===== config.mk =====
export PLATFORM = sky130hd
export DESIGN_NAME = clk_div_ctrl
export DESIGN_NICKNAME = d
export VERILOG_FILES = /design/src/rtl/clk_div_ctrl_pkg.sv /design/src/rtl/clk_div_ctrl_chan.sv /design/src/rtl/clk_div_ctrl.sv
export SDC_FILE = /design/constraint.sdc
export NUM_CORES = 1
export LEC_CHECK = 0
export CAP_MARGIN = 20
export CORE_MARGIN = 4
export CORE_UTILIZATION = 35
export DETAILED_ROUTE_END_ITERATION = 8
export PLACE_DENSITY_LB_ADDON = 0.1
export SYNTH_ARGS = -nofsm -noshare
export SYNTH_HDL_FRONTEND = slang
export SYNTH_SLANG_ARGS = --single-unit

===== constraint.sdc =====
create_clock -name clk_in -period 1.8 [get_ports clk_in]
set_clock_uncertainty 0.15 [all_clocks]
set_input_delay 0.27 -clock clk_in [delete_from_list [all_inputs] [get_ports clk_in]]
set_output_delay 0.27 -clock clk_in [all_outputs]
set_load 0.005 [all_outputs]

===== src/rtl/clk_div_ctrl_pkg.sv =====
// clk_div_ctrl_pkg
// Shared definitions for the FIFO test-clock controller:
//   - state_t     : FSM state encoding (IDLE=00, RUN=01, STOPPING=10; 11 unused)
//   - CNT_W_DEF   : default divisor / half-period counter width
//   - EDGE_CNT_W  : width of the optional tick edge counters
//   - sat_inc     : saturating increment for the edge counters
package clk_div_ctrl_pkg;

  localparam int CNT_W_DEF  = 8;
  localparam int EDGE_CNT_W = 16;

  typedef enum logic [1:0] {
    ST_IDLE     = 2'b00,
    ST_RUN      = 2'b01,
    ST_STOPPING = 2'b10
  } state_t;

  function automatic logic [EDGE_CNT_W-1:0] sat_inc(input logic [EDGE_CNT_W-1:0] v);
    return (v == '1) ? v : v + EDGE_CNT_W'(1);
  endfunction

endpackage


===== src/rtl/clk_div_ctrl_chan.sv =====
// clk_div_chan
// One divided-clock channel: half-period counter, active and shadow divisor,
// pending-update flag, registered clock output and rising-edge tick.
// Ports:
//   clk_in, reset_n   : clock, asynchronous active-low reset
//   i_idle            : controller in IDLE (counter held at 0, output low)
//   i_run             : controller in RUN (free-run)
//   i_stopping        : controller in STOPPING (run only while output high)
//   i_cfg_load        : load i_cfg_div straight into the active divisor
//   i_cfg_shadow      : capture i_cfg_div into the shadow and mark pending
//   i_cfg_div         : offered divisor
//   o_clk             : divided clock, half-period = active divisor + 1
//   o_tick            : one-cycle pulse in the cycle o_clk becomes 1
//   o_pending         : shadow divisor waiting for the next falling edge
module clk_div_chan #(
  parameter int CNT_W   = 8,
  parameter int DIV_RST = 1
) (
  input  logic             clk_in,
  input  logic             reset_n,
  input  logic             i_idle,
  input  logic             i_run,
  input  logic             i_stopping,
  input  logic             i_cfg_load,
  input  logic             i_cfg_shadow,
  input  logic [CNT_W-1:0] i_cfg_div,
  output logic             o_clk,
  output logic             o_tick,
  output logic             o_pending
);

  logic [CNT_W-1:0] r_cnt;
  logic [CNT_W-1:0] r_div;
  logic [CNT_W-1:0] r_shadow;
  logic             r_pend;
  logic             r_clk;
  logic             r_tick;
  logic             w_cnt_en;
  logic             w_hit;

  // While stopping, a low channel freezes; a high one runs out its phase.
  assign w_cnt_en = i_run | (i_stopping & r_clk);
  assign w_hit    = (r_cnt == r_div);

  always_ff @(posedge clk_in or negedge reset_n) begin
    if (!reset_n) begin
      r_cnt    <= '0;
      r_div    <= CNT_W'(DIV_RST);
      r_shadow <= '0;
      r_pend   <= 1'b0;
      r_clk    <= 1'b0;
      r_tick   <= 1'b0;
    end else begin
      r_tick <= 1'b0;

      if (i_idle) begin
        r_cnt <= '0;
        r_clk <= 1'b0;
      end else if (w_cnt_en) begin
        if (w_hit) begin
          r_cnt  <= '0;
          r_clk  <= ~r_clk;
          r_tick <= ~r_clk;
          // Divisor swaps only on the high->low toggle so no phase is cut short.
          if (r_clk && r_pend) begin
            r_div  <= r_shadow;
            r_pend <= 1'b0;
          end
        end else begin
          r_cnt <= r_cnt + CNT_W'(1);
        end
      end

      if (i_cfg_load) begin
        r_div  <= i_cfg_div;
        r_pend <= 1'b0;
      end else if (i_idle && r_pend) begin
        // An update left over from STOPPING is applied once idle.
        r_div  <= r_shadow;
        r_pend <= 1'b0;
      end

      if (i_cfg_shadow) begin
        r_shadow <= i_cfg_div;
        r_pend   <= 1'b1;
      end
    end
  end

  assign o_clk     = r_clk;
  assign o_tick    = r_tick;
  assign o_pending = r_pend;

endmodule


===== src/rtl/clk_div_ctrl.sv =====
// clk_div_ctrl
// Run-time controller for the FIFO test clocks w_clk / r_clk, both derived
// from clk_in. Start/stop sequencing guarantees each clock stops low; divisor
// pairs arrive over a valid/ready handshake and take effect glitch-free.
// Optional macro CLK_DIV_CTRL_STATUS_EN adds saturating tick counters
// w_edge_cnt / r_edge_cnt (cleared by reset or IDLE->RUN).
// Ports:
//   clk_in, reset_n        : clock, asynchronous active-low reset
//   start, stop            : level-sampled run requests (stop wins)
//   cfg_valid / cfg_ready  : divisor-pair handshake
//   cfg_w_div, cfg_r_div   : offered divisors
//   w_clk, r_clk           : divided clocks (registered)
//   w_tick, r_tick         : pulses coincident with the rising transitions
//   busy                   : state != IDLE
//   state                  : FSM state encoding
module clk_div_ctrl
  import clk_div_ctrl_pkg::*;
#(
  parameter int CNT_W     = CNT_W_DEF,
  parameter int W_DIV_RST = 1,
  parameter int R_DIV_RST = 2
) (
  input  logic             clk_in,
  input  logic             reset_n,
  input  logic             start,
  input  logic             stop,
  input  logic             cfg_valid,
  output logic             cfg_ready,
  input  logic [CNT_W-1:0] cfg_w_div,
  input  logic [CNT_W-1:0] cfg_r_div,
  output logic             w_clk,
  output logic             r_clk,
  output logic             w_tick,
  output logic             r_tick,
  output logic             busy,
  output logic [1:0]       state
`ifdef CLK_DIV_CTRL_STATUS_EN
  ,
  output logic [EDGE_CNT_W-1:0] w_edge_cnt,
  output logic [EDGE_CNT_W-1:0] r_edge_cnt
`endif
);

  state_t r_state;
  logic   w_idle;
  logic   w_run;
  logic   w_stopping;
  logic   w_fire;
  logic   w_w_pend;
  logic   w_r_pend;

  assign w_idle     = (r_state == ST_IDLE);
  assign w_run      = (r_state == ST_RUN);
  assign w_stopping = (r_state == ST_STOPPING);

  // In RUN a new pair is refused until both channels consumed the last one.
  assign cfg_ready = w_idle | (w_run & ~w_w_pend & ~w_r_pend);
  assign w_fire    = cfg_valid & cfg_ready;

  always_ff @(posedge clk_in or negedge reset_n) begin
    if (!reset_n) begin
      r_state <= ST_IDLE;
    end else begin
      case (r_state)
        ST_IDLE:     if (start && !stop)  r_state <= ST_RUN;
        ST_RUN:      if (stop)            r_state <= ST_STOPPING;
        ST_STOPPING: if (!w_clk && !r_clk) r_state <= ST_IDLE;
        default:                          r_state <= ST_IDLE;
      endcase
    end
  end

  assign busy  = ~w_idle;
  assign state = r_state;

  clk_div_chan #(
    .CNT_W   (CNT_W),
    .DIV_RST (W_DIV_RST)
  ) u_w_chan (
    .clk_in       (clk_in),
    .reset_n      (reset_n),
    .i_idle       (w_idle),
    .i_run        (w_run),
    .i_stopping   (w_stopping),
    .i_cfg_load   (w_fire & w_idle),
    .i_cfg_shadow (w_fire & w_run),
    .i_cfg_div    (cfg_w_div),
    .o_clk        (w_clk),
    .o_tick       (w_tick),
    .o_pending    (w_w_pend)
  );

  clk_div_chan #(
    .CNT_W   (CNT_W),
    .DIV_RST (R_DIV_RST)
  ) u_r_chan (
    .clk_in       (clk_in),
    .reset_n      (reset_n),
    .i_idle       (w_idle),
    .i_run        (w_run),
    .i_stopping   (w_stopping),
    .i_cfg_load   (w_fire & w_idle),
    .i_cfg_shadow (w_fire & w_run),
    .i_cfg_div    (cfg_r_div),
    .o_clk        (r_clk),
    .o_tick       (r_tick),
    .o_pending    (w_r_pend)
  );

`ifdef CLK_DIV_CTRL_STATUS_EN
  logic [EDGE_CNT_W-1:0] r_w_edge_cnt;
  logic [EDGE_CNT_W-1:0] r_r_edge_cnt;

  always_ff @(posedge clk_in or negedge reset_n) begin
    if (!reset_n) begin
      r_w_edge_cnt <= '0;
      r_r_edge_cnt <= '0;
    end else if (w_idle && start && !stop) begin
      r_w_edge_cnt <= '0;
      r_r_edge_cnt <= '0;
    end else begin
      if (w_tick) r_w_edge_cnt <= sat_inc(r_w_edge_cnt);
      if (r_tick) r_r_edge_cnt <= sat_inc(r_r_edge_cnt);
    end
  end

  assign w_edge_cnt = r_w_edge_cnt;
  assign r_edge_cnt = r_r_edge_cnt;
`endif

endmodule


## Word-level counts from Yosys, hierarchy flattened

Cells that the tools add are included.

| word-level totals | value |
|---|---|
| register bits after elaboration | 56 |
| bits of input ports | 21 |
| output and inout port bits | 8 |
| word-level logic and storage cells | 122 |

| cells by class | value |
|---|---|
| $add $sub $neg | 2 |
| eq/ne operators | 11 |
| multiplexer cells | 48 |
| bitwise gates (word level) | 15 |
| reduce and logical (&&, ||, !) cells | 33 |

Operators with widths:

| cell | number |
|---|---|
| $mux 8 | 18 |
| $mux 1 | 26 |
| $reduce_bool 4->1 | 6 |
| $reduce_bool 3->1 | 6 |
| $add 8x1->8 const B | 2 |
| $eq 8x8->1 | 2 |
| $reduce_and 4->1 | 4 |
| $ne 4x4->1 const B | 2 |
| $reduce_bool 2->1 | 4 |
| $and 1x1->1 | 7 |
| $logic_and 1x1->1 | 6 |
| $mux 2 | 3 |
| $ne 2x2->1 const B | 3 |
| $ne 3x3->1 const B | 2 |
| $pmux 2 s3 | 1 |
| $not 1->1 | 5 |
| $reduce_and 2->1 | 2 |
| $logic_not 1->1 | 3 |
| $or 1x1->1 | 3 |
| $reduce_and 3->1 | 1 |
| $eq 2x1->1 const B | 1 |
| $eq 2x2->1 const B | 1 |
| $logic_not 2->1 | 1 |

## Depth between registers and ports, before layout

Gate-level depths: netlist (run 1).

| depth | value |
|---|---|
| depth in word-level cells | 8 |
| depth in mapped cells | 6 |
| mapped depth without buffers | 6 |

## Hierarchy

Synthesis (run 1) repeated with hierarchy kept, for this count alone.

| second synthesis, totals | value |
|---|---|
| cells, all modules | 317 |
| area total of the unflattened synthesis | 3236.9 um^2 |

By module, submodules not included:

| module | instances | cells each | area an instance (um^2) | sequential area each (um^2) |
|---|---|---|---|---|
| clk_div_chan | 2 | 151 | 1554.0 | 676.9 |
| clk_div_ctrl | 1 | 15 | 128.9 | 50.0 |

## Worst setup path before layout (run 1)

OpenSTA, ideal clock, no wires.

| timing | value |
|---|---|
| kind | reg2reg |
| start | register r_state[1] (netlist: state[1]) |
| end | register u_w_chan.r_div[6] |
| setup time | 125 ps |
| arrival | 1564 ps |
| required time | 1525 ps |
| slack | -39 ps |
| stages on the path, launching flop included | 7 |
| buffers on the path | 2 |
| clock period less this slack | 1839 ps |
| cells stage by stage | dfrtp_1 -> nor2_2 -> and2_1 -> buf_6 -> buf_6 -> mux2_1 -> mux2_2 |

| on the way | value |
|---|---|
| word-level cells in the longest chain between the ends | 8 |
| elaborated cells between the ends (all ways) | 18 |
| classes of those cells | eq/ne (3); mux (2); bitwise (7); reduce/logical (6) |

RTL lines:

| item | line | RTL |
|---|---|---|
| start: declaration | clk_div_ctrl.sv:44 | `state_t r_state;` |
| start signal: assignment | clk_div_ctrl.sv:62 | `r_state <= ST_IDLE;` |
| start signal: assignment | clk_div_ctrl.sv:65 | `ST_IDLE: if (start && !stop) r_state <= ST_RUN;` |
| start signal: assignment | clk_div_ctrl.sv:66 | `ST_RUN: if (stop) r_state <= ST_STOPPING;` |
| $eq 2x1->1 | clk_div_ctrl.sv:53 | `assign w_run = (r_state == ST_RUN);` |
| $and 1x1->1 (2 in series) | clk_div_ctrl.sv:57 | `assign cfg_ready = w_idle \| (w_run & ~w_w_pend & ~w_r_pend);` |
| $or 1x1->1 | clk_div_ctrl.sv:57 |  |
| $and 1x1->1 | clk_div_ctrl.sv:58 | `assign w_fire = cfg_valid & cfg_ready;` |
| $and 1x1->1 | clk_div_ctrl.sv:85 | `.i_cfg_load (w_fire & w_idle),` |
| $ne 3x3->1 (no line) / $reduce_bool 3->1 (equally long branches) | -- |  |
| $reduce_and 4->1 (no line) | -- |  |
| end signal: assignment | clk_div_ctrl_chan.sv:66 | `r_div <= r_shadow;` |
| end signal: assignment | clk_div_ctrl_chan.sv:75 | `r_div <= i_cfg_div;` |
| end signal: assignment | clk_div_ctrl_chan.sv:79 | `r_div <= r_shadow;` |
| end: declaration | clk_div_ctrl_chan.sv:33 | `logic [CNT_W-1:0] r_div;` |

Several ways; a longest one is shown, not always the timed one.
A chain may end at the register's enable or synchronous reset.

## Worst setup path in the final report (run 1)

| timing | value |
|---|---|
| start | register u_w_chan.r_cnt[5] |
| end | register u_w_chan.r_div[2] |

| on the way | value |
|---|---|
| word-level cells in the longest chain between the ends | 3 |

RTL lines:

| item | line | RTL |
|---|---|---|
| start: declaration | clk_div_ctrl_chan.sv:32 | `logic [CNT_W-1:0] r_cnt;` |
| start signal: assignment | clk_div_ctrl_chan.sv:70 | `r_cnt <= r_cnt + CNT_W'(1);` |
| $eq 8x8->1 | clk_div_ctrl_chan.sv:43 | `assign w_hit = (r_cnt == r_div);` |
| $reduce_bool 3->1 (no line) | -- |  |
| $reduce_and 4->1 (no line) | -- |  |
| end signal: assignment | clk_div_ctrl_chan.sv:48 | `r_div <= CNT_W'(DIV_RST);` |
| end signal: assignment | clk_div_ctrl_chan.sv:66 |  |
| end signal: assignment | clk_div_ctrl_chan.sv:75 |  |

No other way between the ends.

==> results of run 1 <==
-- metrics by stage --
stage | util | setup WS, ns | area, sq um | power, mW | TNS (ns)
after floorplan | - | -0.0147 | 2950 | 2.68 | -0.124
final | 0.537 | -0.0790 | 4390 | 4.47 | -1.52
after global routing | 0.537 | -0.159 | 4390 | 4.74 | -3.58
after detailed placement | 0.455 | -0.274 | 3720 | 3.17 | -4.14
after CTS | 0.491 | -0.0954 | 4020 | 4.23 | -1.89
after global placement | 0.455 | -0.235 | 3720 | 3.13 | -3.69
-- synthesized netlist by cell type (all sizes together) (2+ instances only) --
library cell and count:
dfrtp 54, mux2 48, nand2 26, nor2 13
o21ai 13, nand3 11, xnor2 8, xor2 8
nand4 7, a31oi 6, buf 6, inv 6
nor3 6, a21oi 5, or2 4, or4 4
a21o 3, maj3 3, a31o 2, and2 2
clkbuf 2, dfstp 2, ha 2
-- worst reg2reg max path, delay by kind of cell (launching register included) --
family,cells,cell delay [ns]
buf+inv,1,0.15
flops,1,0.42
simple gates,2,0.34
xor+xnor,1,0.18
mux,1,0.31
compound gates,1,0.23
-- cell families (layout without fill, tap and decap cells) --
logic type      Yosys count  count (layout)  share of synthesized area
xor+xnor                 16              16                     0.0476
flops                    56              56                      0.477
simple gates             79              80                      0.143
compound gates           40              40                      0.102
mux                      48              48                      0.184
fa+ha+maj                 5               5                     0.0196
buf+inv                  15             115                     0.0268
-- layer usage --
| layer | global-route usage | part of all wire | wire (um) |
|---|---|---|---|
| met5 | 0 | 0 | 0 |
| met4 | 0.0462 | 0.0091 | 69 |
| met3 | 0.0295 | 0.023 | 177 |
| met2 | 0.267 | 0.52 | 3980 |
| met1 | 0.187 | 0.44 | 3390 |
-- worst paths after layout --
kind / from / endpoint / slack [ns] / depth (start not counted)
max: u_w_chan.r_cnt[5] / u_w_chan.r_div[2] / -0.08 / 6
min: reset_n / u_w_chan.o_tick / 0.32 / 3
max reg2reg: u_w_chan.r_cnt[5] / u_w_chan.r_div[2] / -0.08 / 6
min reg2reg: u_w_chan.r_shadow[3] / u_w_chan.r_shadow[3] / 0.37 / 1
max in group asynchronous: reset_n / u_w_chan.r_div[0] / 0.86 / 3
min in group clk_in: start / state[0] / 0.36 / 3
-- power breakdown --
part / total (mW) / leakage, nW / internal (mW) / switching (mW)
Combinational: 1.70 / 1.22 / 1.09 / 0.607
Sequential: 1.90 / 0.700 / 1.64 / 0.259
Clock: 0.869 / 0.0558 / 0.422 / 0.447
Total: 4.47 / 1.97 / 3.16 / 1.31
-- state kept, by name (all words and copies together), names as in the netlist --
signal	cells
u_r_chan.o_pending	1
u_w_chan.r_shadow	8
u_r_chan.r_shadow	8
u_r_chan.o_clk	1
u_w_chan.o_pending	1
state	2
u_r_chan.r_div	8
u_w_chan.o_tick	1
u_w_chan.r_div	8
u_r_chan.r_cnt	8
u_r_chan.o_tick	1
u_w_chan.o_clk	1
u_w_chan.r_cnt	8
-- repair_timing --
action                                  4_1_cts  5_1_grt
setup buffers                                 8       15
endpoints found under the hold margin        54        0
hold buffers                                  1        0
endpoints found under the setup margin       42       48
gates resized for setup                      41       61
cloned                                        1        3
pin swaps                                     9       14
-- layout make-up --
class	count	area, sq um	share of cell area
multi-input cells	189	1720	0.392
flip-flops and latches	56	1410	0.321
repair buffers	100	987	0.225
well taps	105	131	0.0299
clock buffers	6	72.6	0.0165
clock inverters	2	38.8	0.00883
inverters	7	31.3	0.00712
==> results.yml, run 1 <==
cells_and_area:
  fillCellCount: 716
  final_cell_mix: "49 x dfrtp_1, 45 x buf_4, 31 x mux2_4"
  insertedDiodeCount: 0
  final_common_cell: "dfrtp_1"
  area_delta_synth_final_pct: 49.3
  layout-drive-gt1-share: 0.489
  fin_nets: 382
  fin_cells: 465
global_routing:
  grt.total_usage: 0.152
  grt_max_degree: 57
  grt_pass1_vias: 2377
  antenna_found_initial: 0
  grt_overflow: 0
  grt_pass1_wl_um: 11900
synth:
  yosysSeqAreaShare: 0.477
  syn_area_per_cell_sq_um: 11.4
  ys_async_sr_fraction: 1.00
  syn_area_sq_um: 2940
  synth_flop_cell: "dfrtp_1"
  synthCells: 259
  syn-num-nets: 282
  synth_cell_types: 53
  synth_top_area_share: 0.459
  yosys_warnings: 0
  synth_area_leaders: "dfrtp_1 46%, mux2_2 12%, mux2_1 6.1%"
  synth_edf_count: 0
  ys_ff_latch: 56
  yosys.area.top_type: "dfrtp_1"
timing:
  period_minus_slack_ns: 1.88
  maxSlewHeadroom: 0.696
  fmax_ghz: 0.532
  slew_violations: 0
  finalHoldViolCount: 0
  rsz0062_at_grt: "yes"
  finalSetupViolCount: 34
  fin_crit_sh: 1.04
  worst_slew_pin_slew_ns: 0.454
  whs_ns: 0.322
  final.setup.worst_slack_ns: -0.0790
power:
  ir_worst_vdd_v: 0.000496
  power_density_nw_per_um2: 1020
  p_leak_nw: 1.97
clock_network:
  htree_levels: 2
  cts.clk_slew.worst_paths_ns: 0.11
  clkLatencyLatePin_ns: 0.32
  ctsRootBufferMaster: "clkbuf_8"
  clockBufferDepth: 2
  numCtsBuffers: 5
  cts_sinks: 56
  cts_tree: "yes"
setup_path:
  start_kind: "flop"
  critPathTopFamily: "flip-flops"
  endpoint_kind: "flop"
  cp_slowest_cell: "dfrtp_1"
  cp_slowest_stage_delay_ns: 0.42
  worstPathRequired_ns: 1.86
  cp_cell_sequence: "xor2_1, nor2_2, nand4_2, a21oi_4, buf_12, mux2_1"
  critical_path_class: "flop to flop"
  path_buf_inv: 1
  cp_data_arrival_time_ns: 1.94
  cp_max_fo: 6
placement:
  dp.cells: 431
  dpl.hpwl_um: 4830
  io_buffers: 28
  gp_congestion: 0.840
floorplan:
  start_util: 0.360
  num_rows: 33
  die_w_um: 99.7
  io_pins: 29
  dieArea_sq_um: 9940
  die_y_um: 99.7
  core_area_sq_um: 8180
routing:
  route.detailed.drc: 0
  wl_per_cell_um: 16.4
  dr_total_vias: 2369
  wirelength_um: 7620
  drt_iter0_markers: 108
  antenna_left: 0
  firstDrtPassIters: 4
  vias_per_cell: 5.09
run_status:
  failed_checks: "setup timing"
  status: "complete, but fails checks"
hold_path:
  hold_class: "input port to async pin"
job:
  cap_violations: 0
No activity file was read; power rests on OpenSTA's default activity.
==> run 2: changes to the inputs <==
--- a/config.mk
+++ b/config.mk
@@ -10,6 +10,8 @@
 export CORE_UTILIZATION = 35
 export DETAILED_ROUTE_END_ITERATION = 8
 export PLACE_DENSITY_LB_ADDON = 0.1
+export SKIP_LAST_GASP = 1
 export SYNTH_ARGS = -nofsm -noshare
 export SYNTH_HDL_FRONTEND = slang
+export SYNTH_HIERARCHICAL = 1
 export SYNTH_SLANG_ARGS = --single-unit
==> run 2 against run 1 <==
Effect of this change: the run still ends with setup timing left; via count grew 21%; fmax fell by 4.7%; final cell count grew 12%; global-route usage grew 1.3 points; first-iteration DRC count shrank 26%; die area rose by 9.2%; hold slack worse by 0.0075 ns; combinational power decreased by 26%; synthesized area rose by 10%; routed wire length grew 19%; critical path type unchanged; highest routed layer unchanged.
==> results.yml, run 2 <==
synth:
  yosysSeqAreaShare: 0.434
  synth.top_cells.by_count: "54 x dfrtp_1, 22 x xnor2_1, 18 x o31ai_1"
  yosys.area.top_type: "dfrtp_1"
  synth_edf_count: 0
  synth_area_leaders: "dfrtp_1 42%, xnor2_1 6.0%, mux2_2 5.6%"
  syn_area_sq_um: 3240
  ys_ff_latch: 56
  synth.most_common_cell: "dfrtp_1"
  syn-num-nets: 340
  synth_top_area_share: 0.417
  ys_async_sr_fraction: 1.00
  syn_area_per_cell_sq_um: 10.2
  synth_cell_types: 49
  synthCells: 317
  synth_flop_cell: "dfrtp_1"
  yosys_warnings: 6
global_routing:
  grt.busiest_layer: "met1"
  met2_usage: 0.230
  use_met1: 0.257
  grt_overflow: 0
  grt.total_usage: 0.165
  met3_usage: 0.0273
  antenna_found_initial: 0
  grt_pass1_wl_um: 14500
  grt_max_degree: 22
  grt_pass1_vias: 2711
timing:
  slew_violations: 0
  period_minus_slack_ns: 1.97
  rsz0062_at_grt: "yes"
  fmax_ghz: 0.507
  fin_crit_sh: 1.10
  finalSetupViolCount: 23
  maxSlewHeadroom: 0.653
  finalHoldViolCount: 0
  worst_slew_pin_slew_ns: 0.520
  final.setup.worst_slack_ns: -0.172
  totalNegativeSetupSlack_ns: -1.96
  whs_ns: 0.314
clock_network:
  htree_levels: 2
  cts.clk_slew.worst_paths_ns: 0.11
  cts_sinks: 56
  clkLatencyLatePin_ns: 0.32
  ctsRootBufferMaster: "clkbuf_8"
  numCtsBuffers: 5
  clockBufferDepth: 2
  cts_tree: "yes"
setup_path:
  path_buf_inv: 2
  cp_slowest_cell: "or4_4"
  start_kind: "flop"
  path_depth: 7
  timing.rr.start: "state[0]"
  cp_cell_sequence: "buf_6, nor2b_4, buf_6, nor2_4, or4_4, nor3_2, a311oi_1"
  critPathTopFamily: "simple AND/OR/NAND/NOR gates"
  endpoint_kind: "flop"
  cp_data_arrival_time_ns: 2.01
  reg2regPathDepth: 7
  rrSetupSlack_ns: -0.17
  r2r-end: "u_r_chan/r_div[6]"
  cp_max_fo: 5
  cp_slowest_stage_delay_ns: 0.53
  cpMostUsedCell: "buf_6"
  worstPathRequired_ns: 1.84
  critical_path_class: "flop to flop"
cells_and_area:
  fin_nets: 435
  area_delta_synth_final_pct: 41.9
  final_area_sq_um: 4590
  final_common_cell: "dfrtp_1"
  insertedDiodeCount: 0
  fin_cells: 521
  utilization: 0.519
  final_cell_mix: "52 x dfrtp_1, 50 x buf_4, 24 x clkdlybuf4s50_1"
  layout-drive-gt1-share: 0.402
floorplan:
  num_rows: 34
  die_w_um: 104
  io_pins: 29
  core_area_sq_um: 8850
  dieArea_sq_um: 10900
  die_y_um: 104
  start_util: 0.366
placement:
  io_buffers: 28
  gp_congestion: 0.792
  dpl.hpwl_um: 5820
  dp.cells: 487
  place_area_sq_um: 3980
  dp_slack_ns: -0.252
power:
  power_density_nw_per_um2: 834
  pwr-share-clk: 0.188
  finalPower_mw: 3.83
  p_switching_mw: 1.29
  comb_power_share: 0.330
  internal-power_mw: 2.54
  ir_worst_vdd_v: 0.000423
  power_frac_seq: 0.482
  p_leak_nw: 1.79
  swShare: 0.337
routing:
  route.detailed.drc: 0
  dr_total_vias: 2857
  firstDrtPassIters: 4
  wl_per_cell_um: 17.4
  vias_per_cell: 5.48
  antenna_left: 0
  drt_iter0_markers: 80
  wirelength_um: 9080
run_status:
  status: "complete, but fails checks"
  failed_checks: "setup timing"
hold_path:
  hold_class: "input port to async pin"
job:
  cap_violations: 0
[run 2: kinds of logic (layout without fill, tap and decap cells)]
group           after synthesis  in the layout  synth area share
simple gates                120            124             0.238
compound gates               72             72             0.163
flops                        56             56             0.434
buf+inv                      27            119            0.0375
xor+xnor                     24             24            0.0649
mux                          16             16            0.0557
fa+ha+maj                     2              2           0.00773
[run 2: power groups by stage]
| stage | logic [mW] | registers, mW | clock network, mW |
|---|---|---|---|
| CTS | 1.14 | 1.83 | 0.749 |
| global placement | 1.02 | 1.85 | 0 |
| detailed placement | 1.04 | 1.86 | 0 |
| finish | 1.26 | 1.85 | 0.721 |
| global route | 1.38 | 1.89 | 0.806 |
| floorplan | 0.698 | 1.78 | 0 |
[run 2: cell type report]
cell class                      count  area [sq um]
Inverter                           15          58.8
Timing Repair Buffer               96           878
Tap cell                          108           135
Clock buffer                        6          72.6
Sequential cell                    56          1410
Clock inverter                      2          16.3
Multi-Input combinational cell    238          2030
Fill cell                         817          4250
[run 2: repair_timing]
action / in CTS / in global routing
gates cloned: 6 / 0
endpoints found under the setup margin: 47 / 54
endpoints found under the hold margin: 18 / 0
buffers inserted: 12 / 10
resized for setup: 23 / 63
hold buffers: 1 / 0
pin swaps: 8 / 28
[run 2: worst max path at each step]
stage	from	to	slack [ns]
after CTS	state[0]	u_w_chan/r_cnt[7]	-0.15
after global placement	cfg_valid	u_r_chan/r_div[4]	-0.25
final	state[0]	u_r_chan/r_div[6]	-0.17
after detailed placement	cfg_valid	u_r_chan/r_div[5]	-0.25
after global routing	state[0]	u_r_chan/r_div[6]	-0.23
after floorplan	state[0]	u_r_chan/r_div[6]	-0.08
[run 2: per-layer routing]
metal / part of all wire / up-vias
met1: 0.51 / 1401
met5: 0 / -
met4: 0.012 / 0
li1: - / 1392
met3: 0.037 / 9
met2: 0.44 / 55
==> run 3: changes to the inputs <==
--- a/config.mk
+++ b/config.mk
@@ -6,8 +6,10 @@
 export NUM_CORES = 1
 export LEC_CHECK = 0
 export CAP_MARGIN = 20
+export CELL_PAD_IN_SITES_DETAIL_PLACEMENT = 1
+export CELL_PAD_IN_SITES_GLOBAL_PLACEMENT = 2
 export CORE_MARGIN = 4
-export CORE_UTILIZATION = 35
+export CORE_UTILIZATION = 34
 export DETAILED_ROUTE_END_ITERATION = 8
 export PLACE_DENSITY_LB_ADDON = 0.1
 export SKIP_LAST_GASP = 1
==> run 3 against run 2 <==
Effect of this change: largest cell class unchanged; power rose by 6.0%; hold slack improved by 0.028 ns; routed wire length rose by 13%; the run still ends with setup timing left; fmax rose by 0.75%; first-iteration DRC count fell by 2.5%; critical path type unchanged; design area rose by 4.2%; highest routed layer unchanged; clock power fell by 3.6%; flip-flop and latch count did not move; non-clock buffer count rose by 10; count of clock-buffer cells in the layout rose by 1; global-route usage rose by 1.9 points.
==> results.yml, run 3 (synthesis results as in run 2) <==
setup_path:
  cp_slowest_cell: "dfrtp_1"
  critPathTopFamily: "compound AO/OA/AOI/OAI gates"
  cpMostUsedCell: "buf_6"
  start_kind: "flop"
  endpoint_kind: "flop"
  critical_path_class: "flop to flop"
  worstPathRequired_ns: 1.87
  cp_data_arrival_time_ns: 2.03
  cp_slowest_stage_delay_ns: 0.42
  path_buf_inv: 2
  cp_max_fo: 6
  cp_cell_sequence: "buf_6, nor2b_4, buf_6, a211oi_4, and4bb_1, xnor2_1, a211oi_1"
cells_and_area:
  final_cell_mix: "57 x buf_4, 52 x dfrtp_1, 22 x clkdlybuf4s50_1"
  insertedDiodeCount: 0
  utilization: 0.518
  layout-drive-gt1-share: 0.425
  final_common_cell: "buf_4"
  area_delta_synth_final_pct: 47.9
  fillCellCount: 994
  final_area_sq_um: 4790
  fin_nets: 443
routing:
  vias_per_cell: 5.32
  highest_layer: "met4"
  met2WireLength_um: 4820
  wl_per_cell_um: 18.7
  drt_iter0_markers: 78
  antenna_left: 0
  dr_total_vias: 2924
  wirelength_um: 10300
  route.detailed.drc: 0
  wl_met3_um: 226
  wl_met1_um: 5180
  firstDrtPassIters: 4
placement:
  io_buffers: 28
  place_area_sq_um: 4040
  dpl.hpwl_um: 6810
  dp_slack_ns: -0.254
  gp_congestion: 0.768
timing:
  worst_slew_pin_slew_ns: 0.421
  fin_crit_sh: 1.09
  final.setup.worst_slack_ns: -0.158
  rsz0062_at_grt: "yes"
  slew_violations: 0
  finalHoldViolCount: 0
  finalSetupViolCount: 40
  period_minus_slack_ns: 1.96
  maxSlewHeadroom: 0.717
  fmax_ghz: 0.511
floorplan:
  io_pins: 29
  num_rows: 35
  start_util: 0.350
  core_area_sq_um: 9240
  dieArea_sq_um: 11100
  die_w_um: 106
  die_y_um: 106
clock_network:
  clkLatencyLatePin_ns: 0.31
  numCtsBuffers: 5
  htree_levels: 2
  cts.clk_slew.worst_paths_ns: 0.10
  cts_tree: "yes"
  ctsRootBufferMaster: "clkbuf_8"
  cts_sinks: 56
  clockBufferDepth: 2
global_routing:
  grt_pass1_wl_um: 16500
  grt_overflow: 0
  grt_max_degree: 57
  grt_pass1_vias: 3078
  grt.total_usage: 0.183
  antenna_found_initial: 0
power:
  power_frac_seq: 0.460
  internal-power_mw: 2.68
  p_switching_mw: 1.38
  finalPower_mw: 4.06
  ir_worst_vdd_v: 0.000458
  comb_power_share: 0.369
  power_density_nw_per_um2: 848
  pwr-share-clk: 0.171
  p_leak_nw: 1.92
  swShare: 0.339
run_status:
  failed_checks: "setup timing"
  status: "complete, but fails checks"
job:
  cap_violations: 0
hold_path:
  hold_class: "input port to async pin"
[run 3: path summary, 6_finish.rpt]
path	from	to	slack [ns]	cells after the start
max in group asynchronous	reset_n	u_w_chan/r_div[0]	0.85	3
worst max-delay path	state[0]	u_w_chan/r_cnt[7]	-0.16	7
min in group clk_in	start	state[0]	0.37	3
worst min register to register	u_w_chan/r_div[0]	u_w_chan/r_div[0]	0.39	2
worst min-delay path	reset_n	u_w_chan/r_cnt[6]	0.34	3
worst max register to register	state[0]	u_w_chan/r_cnt[7]	-0.16	7
[run 3: worst register-to-register path: stages (launching register included)]
cell and delay [ns]:
dfrtp_1 0.42, buf_6 0.14, nor2b_4 0.15, buf_6 0.13, a211oi_4 0.32, and4bb_1 0.27
xnor2_1 0.13, a211oi_1 0.16
[run 3: repair_timing]
action	in CTS	in global routing
hold buffers	1	0
gates cloned	3	1
hold endpoints to repair	54	0
endpoints found under the setup margin	51	57
pin swaps	10	31
gates resized for setup	56	61
setup buffers	9	13
[run 3: metal layers]
| metal | GRT usage | up-vias |
|---|---|---|
| met5 | 0 | - |
| met4 | 0.0444 | 0 |
| met3 | 0.0208 | 7 |
| met2 | 0.284 | 39 |
| met1 | 0.273 | 1470 |
| li1 | - | 1408 |
[run 3: layout make-up]
class | instances | area (sq um) | share of cell area
inverter | 15 | 63.8 | 0.0133
tap | 129 | 161 | 0.0337
clock inverter | 1 | 5.00 | 0.00105
timing repair buffer | 106 | 981 | 0.205
sequential | 56 | 1410 | 0.294
multi-input combinational | 236 | 2090 | 0.437
clock buffer | 7 | 76.3 | 0.0159
[run 3: per-stage QoR]
stage / cells / hold slack (ns) / TNS (ns)
3_3_place_gp: 515 / 0.157 / -4.43
6_report: 550 / 0.342 / -2.50
2_1_floorplan: 317 / -0.176 / -0.901
5_1_grt: 550 / 0.364 / -6.07
3_5_place_dp: 515 / 0.150 / -6.33
4_1_cts: 536 / 0.355 / -2.69
[run 3: power groups by stage]
stage | Sequential, mW | Combinational [mW] | Clock, mW
global route | 1.91 | 1.62 | 0.779
global placement | 1.85 | 1.06 | 0
detailed placement | 1.86 | 1.10 | 0
floorplan | 1.78 | 0.698 | 0
CTS | 1.84 | 1.32 | 0.725
finish | 1.87 | 1.50 | 0.695
